**config.mk**
```make
export PLATFORM = sky130hd
export DESIGN_NAME = pixel_draw_arbiter
export DESIGN_NICKNAME = d
export VERILOG_FILES = /design/src/rtl/pixel_draw_arbiter.sv
export SDC_FILE = /design/constraint.sdc
export NUM_CORES = 1
export LEC_CHECK = 0
export CAP_MARGIN = 20
export CORE_ASPECT_RATIO = 0.8
export CORE_MARGIN = 2
export CORE_UTILIZATION = 40
export CTS_CLUSTER_DIAMETER = 150
export DETAILED_ROUTE_END_ITERATION = 7
export PLACE_DENSITY = 0.69
export SYNTH_ARGS = -nofsm -noshare
export SYNTH_HDL_FRONTEND = slang
export SYNTH_SLANG_ARGS = --single-unit
```
**constraint.sdc**
```tcl
create_clock -name clk -period 2.3 [get_ports clk]
set_input_delay 0.575 -clock clk [delete_from_list [all_inputs] [get_ports clk]]
set_output_delay 0.575 -clock clk [all_outputs]
set_load 0.01 [all_outputs]
```
**src/rtl/pixel_draw_arbiter.sv**
```systemverilog
// rtl/pixel_draw_arbiter.sv - round-robin arbiter rastering sprite rectangles onto one VGA write port
// Define PDA_CLIP_EN to suppress off-screen pixels; otherwise coordinates wrap to XW/YW bits.
module pixel_draw_arbiter #(
  parameter int NUM_REQ = 3,
  parameter int XW      = 8,
  parameter int YW      = 7,
  parameter int SW      = 4,
  parameter int X_MAX   = 159,
  parameter int Y_MAX   = 119
) (
  input  logic                  clk,
  input  logic                  resetn,
  input  logic [NUM_REQ-1:0]    req,
  input  logic [NUM_REQ*XW-1:0] req_x,
  input  logic [NUM_REQ*YW-1:0] req_y,
  input  logic [NUM_REQ*SW-1:0] req_w,
  input  logic [NUM_REQ*SW-1:0] req_h,
  input  logic [NUM_REQ*3-1:0]  req_colour,
  output logic [NUM_REQ-1:0]    grant,
  output logic [NUM_REQ-1:0]    done,
  output logic                  busy,
  output logic [XW-1:0]         vga_x,
  output logic [YW-1:0]         vga_y,
  output logic [2:0]            vga_colour,
  output logic                  vga_plot
);

  localparam int IW = (NUM_REQ > 1) ? $clog2(NUM_REQ) : 1;
  localparam logic [XW:0] X_LIM = (XW+1)'(X_MAX);
  localparam logic [YW:0] Y_LIM = (YW+1)'(Y_MAX);

  typedef enum logic [1:0] {S_IDLE, S_GRANT, S_DRAW, S_DONE} state_t;

  state_t        state, state_nxt;
  logic [IW-1:0] rr, sel, pick;
  logic          any_req;
  logic [XW-1:0] x0, hold_x;
  logic [YW-1:0] y0, hold_y;
  logic [SW-1:0] w, h, col, row;
  logic [2:0]    colour, hold_colour;
  logic [XW:0]   sum_x;
  logic [YW:0]   sum_y;
  logic          in_range, last_pix;

  // Scan from rr upward with wrap; lowest offset from rr wins.
  always_comb begin : arb
    logic [IW:0] idx;
    idx     = '0;
    pick    = rr;
    any_req = 1'b0;
    for (int k = NUM_REQ - 1; k >= 0; k--) begin
      idx = {1'b0, rr} + (IW+1)'(k);
      if (idx >= (IW+1)'(NUM_REQ)) idx = idx - (IW+1)'(NUM_REQ);
      if (req[idx[IW-1:0]]) begin
        pick    = idx[IW-1:0];
        any_req = 1'b1;
      end
    end
  end

  always_ff @(posedge clk or negedge resetn) begin
    if (!resetn) state <= S_IDLE;
    else         state <= state_nxt;
  end

  always_comb begin
    state_nxt = state;
    case (state)
      S_IDLE:  if (any_req) state_nxt = S_GRANT;
      S_GRANT: state_nxt = S_DRAW;
      S_DRAW:  if (last_pix) state_nxt = S_DONE;
      S_DONE:  state_nxt = S_IDLE;
      default: state_nxt = S_IDLE;
    endcase
  end

  // Sums are one bit wider so an off-screen pixel is never mistaken for a wrapped one.
  always_comb begin
    sum_x    = (XW+1)'(x0) + (XW+1)'(col);
    sum_y    = (YW+1)'(y0) + (YW+1)'(row);
    last_pix = (col == w) && (row == h);
`ifdef PDA_CLIP_EN
    in_range = (sum_x <= X_LIM) && (sum_y <= Y_LIM);
`else
    in_range = 1'b1;
`endif
  end

`ifndef PDA_CLIP_EN
  logic unused_clip;
  assign unused_clip = ^{sum_x[XW], sum_y[YW], X_LIM, Y_LIM};
`endif

  always_comb begin
    grant      = '0;
    done       = '0;
    busy       = (state != S_IDLE);
    vga_plot   = 1'b0;
    vga_x      = hold_x;
    vga_y      = hold_y;
    vga_colour = hold_colour;
    case (state)
      S_GRANT: grant[sel] = 1'b1;
      S_DRAW: begin
        if (in_range) begin
          vga_plot   = 1'b1;
          vga_x      = sum_x[XW-1:0];
          vga_y      = sum_y[YW-1:0];
          vga_colour = colour;
        end
      end
      S_DONE:  done[sel] = 1'b1;
      default: ;
    endcase
  end

  always_ff @(posedge clk or negedge resetn) begin
    if (!resetn) begin
      rr          <= '0;
      sel         <= '0;
      x0          <= '0;
      y0          <= '0;
      w           <= '0;
      h           <= '0;
      colour      <= '0;
      col         <= '0;
      row         <= '0;
      hold_x      <= '0;
      hold_y      <= '0;
      hold_colour <= '0;
    end else begin
      hold_x      <= vga_x;
      hold_y      <= vga_y;
      hold_colour <= vga_colour;
      case (state)
        S_IDLE: if (any_req) sel <= pick;
        S_GRANT: begin
          for (int i = 0; i < NUM_REQ; i++) begin
            if (sel == IW'(i)) begin
              x0     <= req_x[i*XW +: XW];
              y0     <= req_y[i*YW +: YW];
              w      <= req_w[i*SW +: SW];
              h      <= req_h[i*SW +: SW];
              colour <= req_colour[i*3 +: 3];
            end
          end
          col <= '0;
          row <= '0;
        end
        S_DRAW: begin
          if (col == w) begin
            col <= '0;
            row <= row + 1'b1;
          end else begin
            col <= col + 1'b1;
          end
        end
        S_DONE: rr <= (sel == IW'(NUM_REQ - 1)) ? '0 : sel + 1'b1;
        default: ;
      endcase
    end
  end

endmodule

```
==> results.yml, run 1 <==
run_status:
  status: "finished, violations left"
  violations: "design-rule violations, negative setup slack"
logic_synthesis:
  yosysUniqueCellTypes: 45
  async_flop_share_pct: 100
  yosysTopAreaCellShare_pct: 39.5
  avgSynthCellArea_um2: 9.22
  syn_inst: 399
  synthesis.nets: 501
  synth.largest_area_cell: "dfrtp_1"
  synthTopCellsByArea: "dfrtp_1 39%, mux2_2 7.7%, ha_1 5.8%"
  synth-edff-count: 0
  ys.flop_type: "dfrtp_1"
  synth-seq-area-share_pct: 39.5
  synth_seq_cells: 58
  netlist_area_um2: 3680
  yosysWarnings: 0
worst_setup_path:
  critPathMaxFanout: 2
  crit_family: "adder cells"
  slowest_stage: "dfrtp_1"
  crit_type: "register to primary output"
  crit_buf_inv: 1
  cpMostUsedCell: "a21oi_2"
  startpoint_type: "register"
  arrival_ps: 2100
  critPathCaptureType: "primary output"
  critPathRequiredTime_ps: 1730
  slowest_delay_ps: 380
  crit_chain: "ha_2, fa_2, a21o_1, a21oi_2, nor2_1, xnor2_1, a21oi_2, buf_2"
timing:
  slew_headroom_pct: 74.3
  worst_pin_slew_ps: 382
  slew_viol_final: 0
  setup_viol: 12
  finalCritPeriodShare_pct: 116
  timing.final.crit_period_ps: 2680
  rsz0062_at_grt: "yes"
  worst_slack_ps: -379
  max_freq_mhz: 373
  fin_skew_ps: 5.03
  tns_ps: -3190
  hold_viol_final: 0
floorplanning:
  io_pins: 109
  row_count: 31
  die-area_um2: 9980
  die_h_um: 89.8
  core_area_um2: 9000
  initial_core_util_pct: 40.9
  die_x_um: 111
drt:
  drt_first_pass_iters: 7
  wl_per_cell_um: 15.8
  wl_um: 10900
  drc: 2
  via_count: 3620
  antenna_left: 0
  drt_iter0_drc: 242
  avgViaCountPerCell: 5.25
clocking:
  cts-hold-fix-buffers: 0
  cts_tree: "built"
  cts.sinks: 58
  htreeDepth: 3
  cts_root_buf: "clkbuf_16"
  cts_buffers: 9
  clk_latency_ps: 330
  cts_buffer_depth: 2
  cts.clk_slew.worst_paths_ps: 50
power:
  p_per_area_nw_per_um2: 1430
  leakagePower_nw: 2.69
  ir_drop_uv: 976
global_route:
  grt_max_degree: 59
  met2_usage_pct: 35.8
  grt_pass1_vias: 3680
  grtUsageMet3_pct: 8.56
  overflow: 0
  antenna_found_initial: 0
  grt.total_usage_pct: 22.3
  grtUsageMet1_pct: 29.4
  busiest_layer: "met2"
  grt_first_pass_wirelength_um: 17900
place:
  port_buffers: 108
  dp_hpwl_um: 7800
  dp_worst_setup_slack_ps: -577
  gp_congestion: 0.813
cells_and_area:
  final_common_cell: "clkdlybuf4s50_1"
  layout-drive-gt1-share_pct: 28.0
  diodes: 0
  synthToLayoutAreaGrowth_pct: 58.8
  num-fill-cells: 738
  multi_input_area_um2: 2120
  final_cell_mix: "81 x clkdlybuf4s50_1, 68 x buf_4, 57 x dfrtp_1, 36 x nand2_1, 31 x inv_1"
  finalNetCount: 671
  final-seq-area_um2: 1450
min_path:
  hold_class: "input port to asynchronous set/reset pin"
job:
  maxCapViolations: 0
[power breakdown]
part	internal, mW	switching [mW]
registers	1.50	0.337
clock network	1.05	0.464
logic	2.62	2.36
[metal layers]
layer / part of all wire (%) / routed length (um) / vias up
met3: 7.4 / 806 / 8
met1: 44 / 4820 / 1728
met2: 47 / 5160 / 134
met4: 0.88 / 96 / 0
li1: - / - / 1750
met5: 0 / 0 / -
[final cells by class]
type	instances	area share, %
well taps	115	2.46
inverters	35	2.31
multi-input cells	282	36.3
clock inverters	6	1.80
flip-flops and latches	58	24.9
clock buffers	10	3.92
repair buffers	183	28.4
[path summary, 6_finish.rpt]
check,cells after the start,start,slack [ps],endpoint
max,8,y0[0],-380,vga_y[6]
min,2,resetn,250,colour[0]
max reg2reg,6,rr[0],140,sel[0]
min reg2reg,1,hold_colour[2],500,hold_colour[2]
max in group asynchronous,2,resetn,1790,sel[1]
min in group clk,1,hold_colour[2],500,hold_colour[2]
[state kept, by name (all words and copies together) (netlist names)]
register / cells
rr: 2
sel: 2
colour: 3
h: 4
col: 4
hold_x: 8
state: 2
hold_y: 7
y0: 7
row: 4
x0: 8
w: 4
hold_colour: 3
[synthesized netlist by cell type (2+ instances only)]
cell type,n
clkbuf_1,16
nand2b_1,4
xor2_1,11
a21oi_1,27
inv_1,34
and2_1,2
o221ai_1,6
buf_1,4
nand2_1,37
o21ai_1,4
nor2b_1,5
ha_1,17
mux2_2,25
a21o_1,5
dfrtp_1,58
mux2i_1,14
o21ai_0,30
nor2_1,15
fa_1,2
buf_2,4
o22ai_1,17
o211ai_1,3
a22o_1,8
nand3_1,23
xnor2_1,7
mux2_1,2
[through the flow]
step	power [mW]	hold WS (ps)	cell area (um^2)	std cells	util (%)
after global placement	6.13	481	5250	653	58.3
after CTS	8.15	251	5760	683	64.0
final	8.34	249	5840	689	64.9
after floorplan	4.29	279	3690	399	-
after detailed placement	6.25	486	5250	653	58.3
after global routing	8.93	262	5840	689	64.9
[cells by family after synthesis]
| logic type | Yosys count | synth area share, % |
|---|---|---|
| compound gates | 111 | 18.9 |
| simple gates | 92 | 11.8 |
| buf+inv | 59 | 6.16 |
| flops | 58 | 39.5 |
| mux | 42 | 12.5 |
| fa+ha+maj | 19 | 6.87 |
| xor+xnor | 18 | 4.29 |
[what timing repair did]
action | in CTS | in global routing
cloned | 1 | 0
pin swaps | 14 | 8
buffers inserted | 13 | 7
gates resized for setup | 103 | 25
endpoints found under the setup margin | 25 | 20
(Power assumes the default switching activity.)
==> run 2, diff against run 1 <==
--- a/config.mk
+++ b/config.mk
@@ -12,6 +12,7 @@
 export CTS_CLUSTER_DIAMETER = 150
 export DETAILED_ROUTE_END_ITERATION = 7
 export PLACE_DENSITY = 0.69
+export SETUP_SLACK_MARGIN = 0.1
 export SYNTH_ARGS = -nofsm -noshare
 export SYNTH_HDL_FRONTEND = slang
 export SYNTH_SLANG_ARGS = --single-unit
==> run 2 against run 1 <==
  * The flow finishes with violations (negative setup slack)
  * Routed wire length increased by 3.0%
  * Clock skew grew 0.83 ps
  * Clock power is 11% lower
  * Non-clock buffer count up 4
  * Core utilization increased by 1.2 points
  * Count of clock-buffer cells in the layout increased by 1
  * Power rose by 1.1%
  * Sequential cell count unchanged
  * Register-to-register slack improved by 40 ps
  * Largest power group unchanged
==> results.yml, run 2 (synthesis gave the netlist of run 1 again) <==
run_status:
  status: "finished, violations left"
  violations: "negative setup slack"
worst_setup_path:
  slowest_delay_ps: 380
  crit_type: "register to primary output"
  crit_family: "adder cells"
  critPathCaptureType: "primary output"
  slowest_stage: "dfrtp_1"
  crit_chain: "ha_2, fa_2, a21o_1, a21oi_4, nor2_2, xnor2_1, a21oi_2, buf_2"
  crit_buf_inv: 1
  critPathMaxFanout: 2
  arrival_ps: 2160
  r2r_cells: 6
  critPathRequiredTime_ps: 1730
  r2r-start: "rr[0]"
  r2r-end: "sel[1]"
  startpoint_type: "register"
  r2r_slack_ps: 180
timing:
  setup_viol: 12
  worst_slack_ps: -436
  slew_viol_final: 0
  rsz0062_at_grt: "yes"
  tns_ps: -3350
  slew_headroom_pct: 68.3
  finalCritPeriodShare_pct: 119
  hold_viol_final: 0
  max_freq_mhz: 366
  fin_skew_ps: 5.86
  timing.final.crit_period_ps: 2740
  worst_pin_slew_ps: 476
drt:
  drt_iter0_drc: 182
  drc: 0
  avgViaCountPerCell: 5.24
  wl_um: 11200
  wl_per_cell_um: 16.2
  via_count: 3630
  antenna_left: 0
  drt_first_pass_iters: 5
floorplanning:
  core_area_um2: 9000
  die_h_um: 89.8
  io_pins: 109
  initial_core_util_pct: 40.9
  die-area_um2: 9980
  row_count: 31
  die_x_um: 111
power:
  switching_power_mw: 3.27
  leakagePower_nw: 2.69
  combPwrFrac_pct: 62.2
  p_per_area_nw_per_um2: 1420
  pwr-share-clk_pct: 16.0
  pwr-share-seq_pct: 21.9
  internal_power_mw: 5.17
  ir_drop_uv: 992
  sw_frac_of_total_pct: 38.7
clocking:
  cts_tree: "built"
  cts.clk_slew.worst_paths_ps: 50
  cts_buffers: 9
  clk_latency_ps: 330
  cts.sinks: 58
  cts_root_buf: "clkbuf_16"
  cts_buffer_depth: 2
  htreeDepth: 3
min_path:
  hold_class: "input port to asynchronous set/reset pin"
cells_and_area:
  layout-drive-gt1-share_pct: 31.3
  synthToLayoutAreaGrowth_pct: 61.8
  final_common_cell: "clkdlybuf4s50_1"
  reg.largest.list: "hold_x: 8 flops, x0: 8 flops"
  finalNetCount: 675
  final_area_um2: 5950
  final_cell_mix: "81 x clkdlybuf4s50_1, 70 x buf_4, 58 x dfrtp_1, 36 x nand2_1, 29 x inv_1"
  diodes: 0
  fin_util_pct: 66.2
global_route:
  grt_pass1_vias: 3657
  overflow: 0
  grt_max_degree: 37
  grt_first_pass_wirelength_um: 18100
  grt.total_usage_pct: 22.5
  antenna_found_initial: 0
place:
  postPlaceCellArea_um2: 5240
  gp_congestion: 0.853
  dp_hpwl_um: 7780
  port_buffers: 108
job:
  maxCapViolations: 0
## run 2: cell count changes in the layout (fill, tap and decap cells not counted), moves of 3 or more
cell | previous run | this run
buf_2 | 8 | 12
buf_6 | 11 | 14
nand2b_4 | 0 | 3
nor2_1 | 15 | 12
ha_1 | 12 | 9
dlygate4sd2_1 | 5 | 2
nand2b_1 | 4 | 1
ha_4 | 2 | 6
## run 2: area by class of cell
| class | instances | area, um^2 |
|---|---|---|
| Tap cell | 115 | 144 |
| Sequential cell | 58 | 1450 |
| Fill cell | 689 | 3050 |
| Clock buffer | 11 | 253 |
| Multi-Input combinational cell | 282 | 2220 |
| Timing Repair Buffer | 187 | 1690 |
| Clock inverter | 5 | 52.6 |
| Inverter | 35 | 138 |
## run 2: power by group through the flow
stage	clock [mW]	sequential, mW	combinational [mW]
final	1.35	1.85	5.24
after global routing	1.41	1.89	5.68
after CTS	1.36	1.82	4.79
after detailed placement	0	1.83	4.36
after global placement	0	1.81	4.24
after floorplan	0	1.75	2.57
## run 2: worst max-delay path by stage
| stage | startpoint | endpoint | slack (ps) | cells after the start |
|---|---|---|---|---|
| after detailed placement | x0[1] | vga_x[5] | -440 | 7 |
| final | row[0] | vga_y[6] | -440 | 8 |
| after floorplan | row[0] | vga_y[6] | 80 | 7 |
| after global routing | row[0] | vga_y[6] | -520 | 8 |
| after global placement | x0[1] | vga_x[5] | -400 | 7 |
| after CTS | row[0] | vga_y[6] | -360 | 8 |
## run 2: metrics by stage
| step | setup slack (ps) | hold slack, ps | total power [mW] | std cells |
|---|---|---|---|---|
| after floorplan | 78.4 | 279 | 4.32 | 399 |
| after global placement | -405 | 481 | 6.06 | 649 |
| after detailed placement | -439 | 486 | 6.19 | 649 |
| after CTS | -360 | 215 | 7.97 | 683 |
| after global routing | -516 | 242 | 8.98 | 693 |
| final | -436 | 207 | 8.43 | 693 |
## run 2: layer usage
layer / wire length, um / vias to the layer above / global-route usage [%]
met1: 4870 / 1728 / 30.7
li1: - / 1765 / -
met3: 773 / 15 / 5.26
met4: 146 / 0 / 5.14
met2: 5420 / 122 / 36.6
met5: 0 / - / 0
## run 2: repair_timing
item                                    4_1_cts  5_1_grt
gates cloned                                  1        0
resized for setup                           117       36
endpoints found under the setup margin       26       22
setup buffers                                17       11
pin swaps                                    17       24
hold buffers                                  0        0
## run 2: worst register-to-register path: cells and delay by family, from the launching register on
kind / cells / cell delay [ps]
AOI/OAI and AO/OA: 2 / 750
DFF: 1 / 380
muxes: 1 / 310
adders and majority gates: 1 / 210
and+or+nand+nor: 1 / 200
buffers and inverters: 1 / 150
